==> config.mk <==
export PLATFORM = sky130hd
export DESIGN_NAME = tournament_sched
export DESIGN_NICKNAME = d
export VERILOG_FILES = /design/src/rtl/tournament_sched.sv
export SDC_FILE = /design/constraint.sdc
export NUM_CORES = 1
export LEC_CHECK = 0
export CORE_MARGIN = 2
export CORE_UTILIZATION = 46
export CTS_CLUSTER_DIAMETER = 120
export CTS_CLUSTER_SIZE = 10
export DETAILED_ROUTE_END_ITERATION = 8
export GPL_TIMING_DRIVEN = 0
export PLACE_DENSITY = 0.74
export SLEW_MARGIN = 20
export SYNTH_ARGS = -nofsm -noshare
export SYNTH_HDL_FRONTEND = slang
export SYNTH_SLANG_ARGS = --single-unit
==> constraint.sdc <==
create_clock -name clk -period 2 [get_ports clk]
set_input_delay 0.4 -clock clk [delete_from_list [all_inputs] [get_ports clk]]
set_output_delay 0.4 -clock clk [all_outputs]
set_load 0.02 [all_outputs]
==> src/rtl/tournament_sched.sv <==
// Knockout-bracket scheduler: one match resource is time-shared across all rounds.
// Optional abort input is compiled in with `define TOURNAMENT_SCHED_ABORT_EN.
module tournament_sched #(
    parameter int NUM_TEAMS = 4,
    parameter int ID_W      = 2
) (
    input  logic                         clk,
    input  logic                         rst_n,
    input  logic                         start,
`ifdef TOURNAMENT_SCHED_ABORT_EN
    input  logic                         abort,
`endif
    output logic                         busy,
    output logic                         match_valid,
    input  logic                         match_ready,
    output logic [ID_W-1:0]              team_one,
    output logic [ID_W-1:0]              team_two,
    output logic [$clog2(NUM_TEAMS)-1:0] round,
    input  logic                         result_valid,
    input  logic                         result_sel,
    output logic [ID_W-1:0]              champion,
    output logic                         done
);

    // state | meaning
    // IDLE  | waiting for start
    // ISSUE | pairing presented, waiting for match_ready
    // WAIT  | pairing accepted, waiting for result_valid
    // DONE  | final recorded, one-cycle done pulse
    localparam int CNT_W = $clog2(NUM_TEAMS);

    typedef enum logic [1:0] {
        S_IDLE,
        S_ISSUE,
        S_WAIT,
        S_DONE
    } state_t;

    state_t state;
    state_t state_next;

    logic [ID_W-1:0]  slot [NUM_TEAMS];
    logic [CNT_W:0]   remaining;
    logic [CNT_W-1:0] k;
    logic [CNT_W-1:0] idx_one;
    logic [CNT_W-1:0] idx_two;
    logic [CNT_W:0]   half;
    logic [CNT_W:0]   k_inc;
    logic             last_in_round;
    logic             final_round;
    logic             abort_hit;
    logic             result_take;
    logic [ID_W-1:0]  winner;

`ifdef TOURNAMENT_SCHED_ABORT_EN
    assign abort_hit = abort && (state != S_IDLE);
`else
    assign abort_hit = 1'b0;
`endif

    // k < remaining/2 always holds, so the doubled index never overflows CNT_W bits.
    assign idx_one       = CNT_W'({k, 1'b0});
    assign idx_two       = idx_one + CNT_W'(1);
    assign half          = remaining >> 1;
    assign k_inc         = {1'b0, k} + (CNT_W+1)'(1);
    assign last_in_round = (k_inc >= half);
    assign final_round   = (half <= (CNT_W+1)'(1));
    assign winner        = result_sel ? slot[idx_two] : slot[idx_one];
    assign result_take   = (state == S_WAIT) && result_valid && !abort_hit;

    assign team_one = slot[idx_one];
    assign team_two = slot[idx_two];

    always_ff @(posedge clk or negedge rst_n) begin
        if (!rst_n) begin
            state <= S_IDLE;
        end else begin
            state <= state_next;
        end
    end

    always_comb begin
        state_next  = state;
        busy        = 1'b0;
        match_valid = 1'b0;
        done        = 1'b0;
        case (state)
            S_IDLE: begin
                if (start) begin
                    state_next = S_ISSUE;
                end
            end
            S_ISSUE: begin
                busy        = 1'b1;
                match_valid = 1'b1;
                if (match_ready) begin
                    state_next = S_WAIT;
                end
            end
            S_WAIT: begin
                busy = 1'b1;
                if (result_valid) begin
                    if (!last_in_round || !final_round) begin
                        state_next = S_ISSUE;
                    end else begin
                        state_next = S_DONE;
                    end
                end
            end
            S_DONE: begin
                busy       = 1'b1;
                done       = 1'b1;
                state_next = S_IDLE;
            end
            default: begin
                state_next = S_IDLE;
            end
        endcase
        if (abort_hit) begin
            state_next = S_IDLE;
        end
    end

    // Winner of match k lands in slot[k]; its sources 2k and 2k+1 are already consumed.
    always_ff @(posedge clk or negedge rst_n) begin
        if (!rst_n) begin
            for (int i = 0; i < NUM_TEAMS; i++) begin
                slot[i] <= '0;
            end
            remaining <= '0;
            k         <= '0;
            round     <= '0;
            champion  <= '0;
        end else if ((state == S_IDLE) && start) begin
            for (int i = 0; i < NUM_TEAMS; i++) begin
                slot[i] <= ID_W'(i);
            end
            remaining <= (CNT_W+1)'(NUM_TEAMS);
            k         <= '0;
            round     <= '0;
        end else if (result_take) begin
            slot[k] <= winner;
            if (!last_in_round) begin
                k <= k + CNT_W'(1);
            end else if (!final_round) begin
                remaining <= half;
                round     <= round + CNT_W'(1);
                k         <= '0;
            end else begin
                champion <= winner;
            end
        end
    end

endmodule

## Yosys cells after proc, flatten, opt, wreduce, memory -nomap -nowiden

Index checks and enable logic that the tools add are counted.

- Register bits: 19
- Output and inout port bits: 11

- $lt $le $gt $ge: 6
- Bitwise logic cells: 4
- Add/sub/neg operators: 4
- Equal/unequal tests: 8
- Mux-type cells: 32
- Reductions and logical operators: 14

Operator list:

| operator | number |
|---|---|
| 2-bit 2-to-1 mux | 18 |
| 8-bit 2-to-1 mux | 2 |
| 3-bit 2-to-1 mux | 4 |
| 3-bit >= comparator (second input constant) | 3 |
| 2-bit NOT with 3-bit output | 3 |
| 2-bit binary-select mux with 2-bit select | 2 |
| 8-bit bitwise mux | 1 |
| 2-bit case mux with 4 select lines | 1 |
| 2-bit by 1-bit adder with 2-bit output (second input constant) | 3 |
| 2-bit != test (second input constant) | 3 |
| 3-bit AND reduction | 2 |
| 2-bit demux with 2-bit select | 1 |
| 2-bit equality test (second input constant) | 2 |
| 4-bit AND reduction | 1 |
| 2-bit nonzero test | 2 |
| 2-bit by 1-bit adder with 3-bit output (second input constant) | 1 |
| 3-bit by 2-bit >= comparator with 1-bit output | 1 |
| 1-bit logical AND | 3 |
| 3-bit by 1-bit less-than comparator with 1-bit output (second input constant) | 1 |
| 1-bit 2-to-1 mux | 3 |
| 3-bit by 2-bit != test with 1-bit output (second input constant) | 1 |
| 3-bit OR reduction | 1 |
| 2-bit by 1-bit equality test with 1-bit output (second input constant) | 1 |
| 2-bit by 1-bit less-or-equal comparator with 1-bit output (second input constant) | 1 |
| other kinds (6) | 7 |

## Depth between registers and ports, before layout

Gate-level depths: netlist of run 1.

- Depth after elaboration: 9
- Depth in mapped cells: 6

## Worst setup path before layout of run 1

Ideal clock, no wire load.

- Path type: register to register
- Start: register remaining[2]
- End: register champion[0]
- Clock period less this slack: 1.704 ns
- Stages on the path, launching flop included: 6
- Setup slack: 0.296 ns
- Path buffers: 0
- Arrival time: 1.580 ns
- Cells stage by stage: dfrtp_1 -> inv_1 -> fa_1 -> a31o_2 -> nand3_1 -> mux2_2

- Longest elaborated chain between the ends: 2
- Elaborated cells on any way between the ends: 3
- Those cells by class: 2 x order compare; 1 x reduce/logical

RTL lines:

| element | line | RTL |
|---|---|---|
| start, declared | 43 | `logic [CNT_W:0] remaining;` |
| start signal, assigned | 138 | `remaining <= (CNT_W+1)'(NUM_TEAMS);` |
| start signal, assigned | 146 | `remaining <= half;` |
| 3-bit by 2-bit >= comparator with 1-bit output / 2-bit by 1-bit less-or-equal comparator with 1-bit output (equally long branches) | 66, 67 |  |
| 4-bit AND reduction (no source line) * | n/a |  |
| end signal, assigned | 150 | `champion <= winner;` |
| end, declared | 21 | `output logic [ID_W-1:0] champion,` |

Mark *: on every way between the ends. The rest lies on a longest branch, timed or not.
A chain may end at the register's enable or synchronous reset.

## Worst setup path in the final report of run 1

- Start: register k[0]
- End: output team_two[0]

- Longest elaborated chain between the ends: 5

RTL lines:

| element | line | RTL |
|---|---|---|
| start, declared | 44 | `logic [CNT_W-1:0] k;` |
| start signal, assigned | 144 | `k <= k + CNT_W'(1);` |
| 2-bit by 1-bit adder with 2-bit output | 63 | `assign idx_two = idx_one + CNT_W'(1);` |
| 2-bit NOT with 3-bit output (not written as such) | 72 | `assign team_two = slot[idx_two];` |
| 2-bit binary-select mux with 2-bit select | 72 |  |
| 2-bit 2-to-1 mux (not written as such) (2 in series) | 72 |  |
| end, declared | 17 | `output logic [ID_W-1:0] team_two,` |

No other way between the ends. The select of a mux whose other input is x is not followed.

==> results of run 1 <==
routing by layer:
metal,vias up,GRT usage
met4,0,0.05405
met3,2,0.03509
li1,397,-
met5,-,0
met2,14,0.3640
met1,392,0.2352
through the flow:
stage                     std cells  worst slack [ns]  total power [uW]
after floorplan                 102            0.2957              1021
final                           149           0.06573              1455
after detailed placement        145          -0.03142              1290
after CTS                       148           0.05231              1445
after global routing            149          0.004575              1577
after global placement          145           0.01286              1264
power by group through the flow:
stage	clock network, uW	registers, uW	logic, uW
floorplan	0	522	499
global placement	0	521	743
detailed placement	0	526	764
CTS	188	521	736
global route	209	537	831
finish	179	523	753
repair_timing:
action / 4_1_cts / 5_1_grt
setup endpoints to repair: 5 / 7
setup buffers: 0 / 1
pin swaps: 0 / 0
hold endpoints to repair: 0 / 0
gates resized for setup: 6 / 1
cell families after synthesis:
family | synth area share
AOI/OAI and AO/OA | 0.09283
and+or+nand+nor | 0.2166
adders and majority gates | 0.08168
buffers and inverters | 0.04208
DFF | 0.4455
muxes | 0.1213
worst paths after layout:
check,startpoint,slack [ns],to,depth (start not counted)
setup / recovery,k[0]$_DFFE_PN0P_,0.07,team_two[0],3
hold / removal,remaining[1]$_DFFE_PN0P_,0.51,remaining[1]$_DFFE_PN0P_,1
setup reg to reg,k[0]$_DFFE_PN0P_,0.13,champion[0]$_DFFE_PN0P_,6
hold reg to reg,remaining[1]$_DFFE_PN0P_,0.51,remaining[1]$_DFFE_PN0P_,1
max in group asynchronous,rst_n,0.87,k[0]$_DFFE_PN0P_,1
min in group asynchronous,rst_n,0.57,slot[1]$_DFFE_PN0P_,1
sequential cells by signal, indices dropped and copies added, names as in the netlist:
name       cells
remaining      2
slot           8
round          2
state          2
champion       2
k              2
area by class of cell:
| class | count | area share |
|---|---|---|
| multi-input cells | 76 | 0.4241 |
| inverters | 5 | 0.01518 |
| well taps | 27 | 0.02733 |
| flip-flops and latches | 18 | 0.3654 |
| repair buffers | 17 | 0.1306 |
| plain buffers | 3 | 0.01923 |
| clock buffers | 3 | 0.01822 |
worst max-delay path, stage by stage, from the launching register on:
cell,delay (ns)
dfrtp_2,0.46
buf_6,0.16
mux2_4,0.30
dlygate4sd2_1,0.32
cells in the final DEF, fill, tap and decap left out, types with 2 or more instances in the layout:
| master | count |
|---|---|
| nand2b_1 | 2 |
| dfrtp_1 | 17 |
| mux2_4 | 6 |
| o21ai_0 | 4 |
| clkdlybuf4s50_1 | 11 |
| inv_1 | 5 |
| dlygate4sd2_1 | 5 |
| a31oi_1 | 2 |
| mux2_2 | 2 |
| nand2_1 | 17 |
| buf_4 | 2 |
| ha_1 | 5 |
| nand3_1 | 17 |
| clkbuf_4 | 3 |
| a21oi_1 | 6 |
| nor2b_1 | 2 |
==> results.md, run 1 <==
* Outcome: completed
* Slew HR at 0.3546
* Syn Inst Count at 102
* Met3 Wirelength at 56 um
* Total Routing Usage GR at 0.1975
* Vias in the first global route at 846
* Fraction of layout cells with a size suffix above 1 at 0.1475
* Yosys top cell area share at 0.4455
* First-pass GRT wire length at 3815 um
* CP max FO at 7
* Worst Max-Slew Pin Slew at 0.9660 ns
* Initial antenna violation count at 0
* TritonCTS Buffers at 3
* Sequential standard cell area at 451.7 sq um
* Maximum Capacitance Violations at 0
* Via count at 805
* Final WL at 2051 um
* Hold buffers post-CTS at 0
* Hold_ws at 0.5118 ns
* P_int at 852.0 uW
* Design area at 0.001236 sq mm
* Yosys cell types at 27
* RSZ-0062 raised after global routing: no
* Worst-path clk slew at 0.10 ns
* Metal2 WL at 1069 um
* Post-synthesis net count at 114
* Final Hold Fails at 0
* Row cnt at 16
* Die extent in x at 50.88 um
* Worst-Skew Late Latency at 0.29 ns
* DR top layer: met4
* Clock buffer depth at 2
* Fill cells at 193
* CORE AREA at 0.002022 sq mm
* Chip Height at 50.88 um
* IO Port Bufs at 16
* Post-DP Area at 0.001205 sq mm
* Switching Share at 0.4143
* Seq pwr share at 0.360
* Starting DRC count in detailed routing at 8
* Most used DFF post-synth: dfrtp_1
* Final setup violating endpoints at 0
* Synthesized area at 0.001011 sq mm
* Fmax at 517.0 MHz
* Worst setup EP type: output port
* Die ar. at 0.002589 sq mm
* IO Pins at 17
* Core Util, Final at 0.6114
* Fin Setup TNS at 0 ns
* CP Data Arrival Time at 1.53 ns
* Ys Warns at 0
* Root Driver: clkbuf_4
* Number of synthesized register bits at 18
* 1st-pass router iterations at 4
* Avg Synthesized Cell Area at 9.911 sq um
* Final Max Slew Viols at 0
* GP Congestion at 0.7558
* Multi-input logic area at 524.3 sq um
* Largest net degree at the start of global routing at 19
* CTS tree: built
* Layout Nets at 136
* # clock sinks at 18
* DRC viols at 0
* Met1 WL at 911 um
* Vias per cell at 5.403
* Ys async rst share at 1.000
* Comb pwr share at 0.517
* Top cells by count, synth: 18 x dfrtp_1, 17 x nand2_1, 17 x nand3_1, 6 x a21oi_1, 6 x mux2_4
* Routed len/inst at 13.77 um
* Final Skew at 0.008715 ns
* Power per cell area at 1177 mW/mm^2
* Psw at 602.7 uW
* Startpoint type of the worst setup path: flip-flop
* Sequential area share after synthesis at 0.4455
* Detail Placement HPWL at 1519 um
* Maximum vdd drop at 0.8024 mV
* Minimum clock period at 1.934 ns
* Most common cell in the netlist: dfrtp_1
* # diodes at 0
* Critical path type: reg -> out
* H-Tree Depth at 1
* Starting Density at 0.5000
* Post-synth EDFFs at 0
* Clk pwr share at 0.123
* Final ANT Viol Nets at 0
* HP Class: reg -> reg
* Synth top area cells: dfrtp_1 45%, mux2_4 8.9%, nand3_1 8.4%, nand2_1 6.3%, ha_1 6.2%
* LEAKAGE at 0.0005560 uW
* Final Cycle Share at 0.9671
* Grt ovf at 0
* Worst endpoint required time at 1.60 ns
* Area Overhead vs Synth at 22.28%
* Leading area contributor after synthesis: dfrtp_1
(Power assumes the default switching activity.)
==> inputs of run 2 (changes only) <==
CAP_MARGIN = 25   (was unset)
GPL_ROUTABILITY_DRIVEN = 0   (was unset)
==> run 2 against run 1 <==
Register-to-register slack barely moved. Largest cell class unchanged. Sequential cell count stayed put. Global-route usage stayed put. Critical endpoint unchanged. Highest routed layer unchanged. Design area is 0.40% higher. Clock power hardly changed. Non-clock buffer count increased by 1. Final cell count increased by 0.67%. First-iteration DRC count unchanged. Clock-buffer cell count unchanged. Critical path type unchanged. Via count rose by 0.62%. Sequential share of layout area shrank 0.15 points. Fmax down 0.19%.
==> results.md, run 2 (synthesis gave the netlist of run 1 again) <==
* Final ANT Viol Nets at 0 (unchanged)
* DRC viols at 0 (unchanged)
* Comb pwr share at 0.519 (was 0.517)
* Seq pwr share at 0.357 (was 0.360)
* Starting DRC count in detailed routing at 8 (unchanged)
* Power Total at 1462 uW (was 1455 uW)
* Maximum vdd drop at 0.8203 mV (was 0.8024 mV)
* Final Max Slew Viols at 0 (unchanged)
* Worst setup EP type: output port (unchanged)
* Psw at 605.0 uW (was 602.7 uW)
* Switching Share at 0.4140 (was 0.4143)
* Outcome: completed (unchanged)
* Final Hold Fails at 0 (unchanged)
* IO Pins at 17 (unchanged)
* RSZ-0062 raised after global routing: no (unchanged)
* Die ar. at 0.002589 sq mm (unchanged)
* First-pass GRT wire length at 3815 um (unchanged)
* Row cnt at 16 (unchanged)
* Maximum Capacitance Violations at 0 (unchanged)
* IO Port Bufs at 16 (unchanged)
* Minimum clock period at 1.938 ns (was 1.934 ns)
* LEAKAGE at 0.0005604 uW (was 0.0005560 uW)
* Most frequent cells in the layout: 17 x nand3_1, 17 x nand2_1, 17 x dfrtp_1 (unchanged)
* Slew HR at 0.4533 (was 0.3546)
* Starting Density at 0.5000 (unchanged)
* Critical path type: reg -> out (unchanged)
* Total Routing Usage GR at 0.1975 (unchanged)
* Largest net degree at the start of global routing at 19 (unchanged)
* Die extent in x at 50.88 um (unchanged)
* Layout Nets at 137 (was 136)
* Fraction of layout cells with a size suffix above 1 at 0.1545 (was 0.1475)
* Fmax at 516.0 MHz (was 517.0 MHz)
* # diodes at 0 (unchanged)
* Grt ovf at 0 (unchanged)
* Vias in the first global route at 846 (unchanged)
* CTS tree: built (unchanged)
* Worst endpoint required time at 1.60 ns (about the same)
* Worst-path clk slew at 0.11 ns (was 0.10 ns)
* Worst-Skew Late Latency at 0.29 ns (about the same)
* Clock buffer depth at 2 (unchanged)
* # clock sinks at 18 (unchanged)
* P_int at 856.5 uW (was 852.0 uW)
* HP Class: reg -> reg (unchanged)
* Initial antenna violation count at 0 (unchanged)
* Design area at 0.001241 sq mm (was 0.001236 sq mm)
* Worst Max-Slew Pin Slew at 0.8175 ns (was 0.9660 ns)
* Final setup violating endpoints at 0 (unchanged)
* Detail Placement HPWL at 1519 um (unchanged)
* Chip Height at 50.88 um (unchanged)
* Root Driver: clkbuf_4 (unchanged)
* Post-DP Area at 0.001205 sq mm (unchanged)
* Max reg flops at 8 (unchanged)
* 1st-pass router iterations at 6 (was 4)
* Clk pwr share at 0.123 (about the same)
* Power per cell area at 1178 mW/mm^2 (was 1177 mW/mm^2)
* Vias per cell at 5.400 (was 5.403)
* Final Cycle Share at 0.9690 (was 0.9671)
* Startpoint type of the worst setup path: flip-flop (unchanged)
* Via count at 810 (was 805)
* H-Tree Depth at 1 (unchanged)
* CP max FO at 7 (unchanged)
* Routed len/inst at 13.73 um (was 13.77 um)
* Final Skew at 0.01152 ns (was 0.008715 ns)
* Final WL at 2060 um (was 2051 um)
* Area Overhead vs Synth at 22.77% (was 22.28%)
* CORE AREA at 0.002022 sq mm (unchanged)
* TritonCTS Buffers at 3 (unchanged)
* Biggest register: slot (unchanged)
* CP Data Arrival Time at 1.54 ns (was 1.53 ns)
## run 2: worst paths after layout
| path | from | end | slack [ns] | cells after the start |
|---|---|---|---|---|
| worst min-delay path | remaining[1]$_DFFE_PN0P_ | remaining[1]$_DFFE_PN0P_ | 0.51 | 1 |
| max in group asynchronous | rst_n | k[0]$_DFFE_PN0P_ | 0.88 | 1 |
| worst max-delay path | k[0]$_DFFE_PN0P_ | team_two[0] | 0.06 | 3 |
| min in group asynchronous | rst_n | slot[1]$_DFFE_PN0P_ | 0.57 | 1 |
| worst min register to register | remaining[1]$_DFFE_PN0P_ | remaining[1]$_DFFE_PN0P_ | 0.51 | 1 |
| worst max register to register | k[0]$_DFFE_PN0P_ | champion[0]$_DFFE_PN0P_ | 0.12 | 6 |
## run 2: per-layer routing
layer	vias up	track usage	wire length, um	share of wire
met2	20	0.3640	1068	0.52
li1	398	-	-	-
met4	0	0.05405	14	0.0068
met3	2	0.03509	69	0.033
met5	-	0	0	0
met1	390	0.2352	908	0.44
## run 2: timing repair
| item | in CTS | in global routing |
|---|---|---|
| gates resized for setup | 6 | 1 |
| hold buffers | 0 | 0 |
| setup endpoints to repair | 5 | 6 |
| buffers inserted | 0 | 1 |
## run 2: final cells by class
| type | count | area (sq um) |
|---|---|---|
| fillers | 192 | 780.7 |
| multi-input cells | 76 | 524.3 |
| repair buffers | 18 | 166.4 |
| inverters | 5 | 18.77 |
| clock buffers | 3 | 22.52 |
| plain buffers | 3 | 23.77 |
| well taps | 27 | 33.78 |
| flip-flops and latches | 18 | 451.7 |
## run 2: power by group through the flow
stage	combinational, uW	sequential [uW]	clock, uW
floorplan	499	522	0
global placement	743	521	0
detailed placement	764	526	0
CTS	736	521	188
global route	838	537	209
finish	759	522	180
## run 2: critical path, stage by stage, from the launching register on
cell and delay, ns:
dfrtp_2 0.46, buf_6 0.16, mux2_4 0.30, dlygate4sd2_1 0.32
## run 2: per-stage QoR
stage	hold WS [ns]	setup WS (ns)	TNS (ns)	utilization	std cells
floorplan	0.1044	0.2957	0	-	102
global placement	0.4793	0.01286	0	0.5959	145
detailed placement	0.4897	-0.03142	-0.03142	0.5959	145
CTS	0.5178	0.05231	0	0.6046	148
global route	0.5362	0.004575	0	0.6139	150
finish	0.5107	0.06199	0	0.6139	150
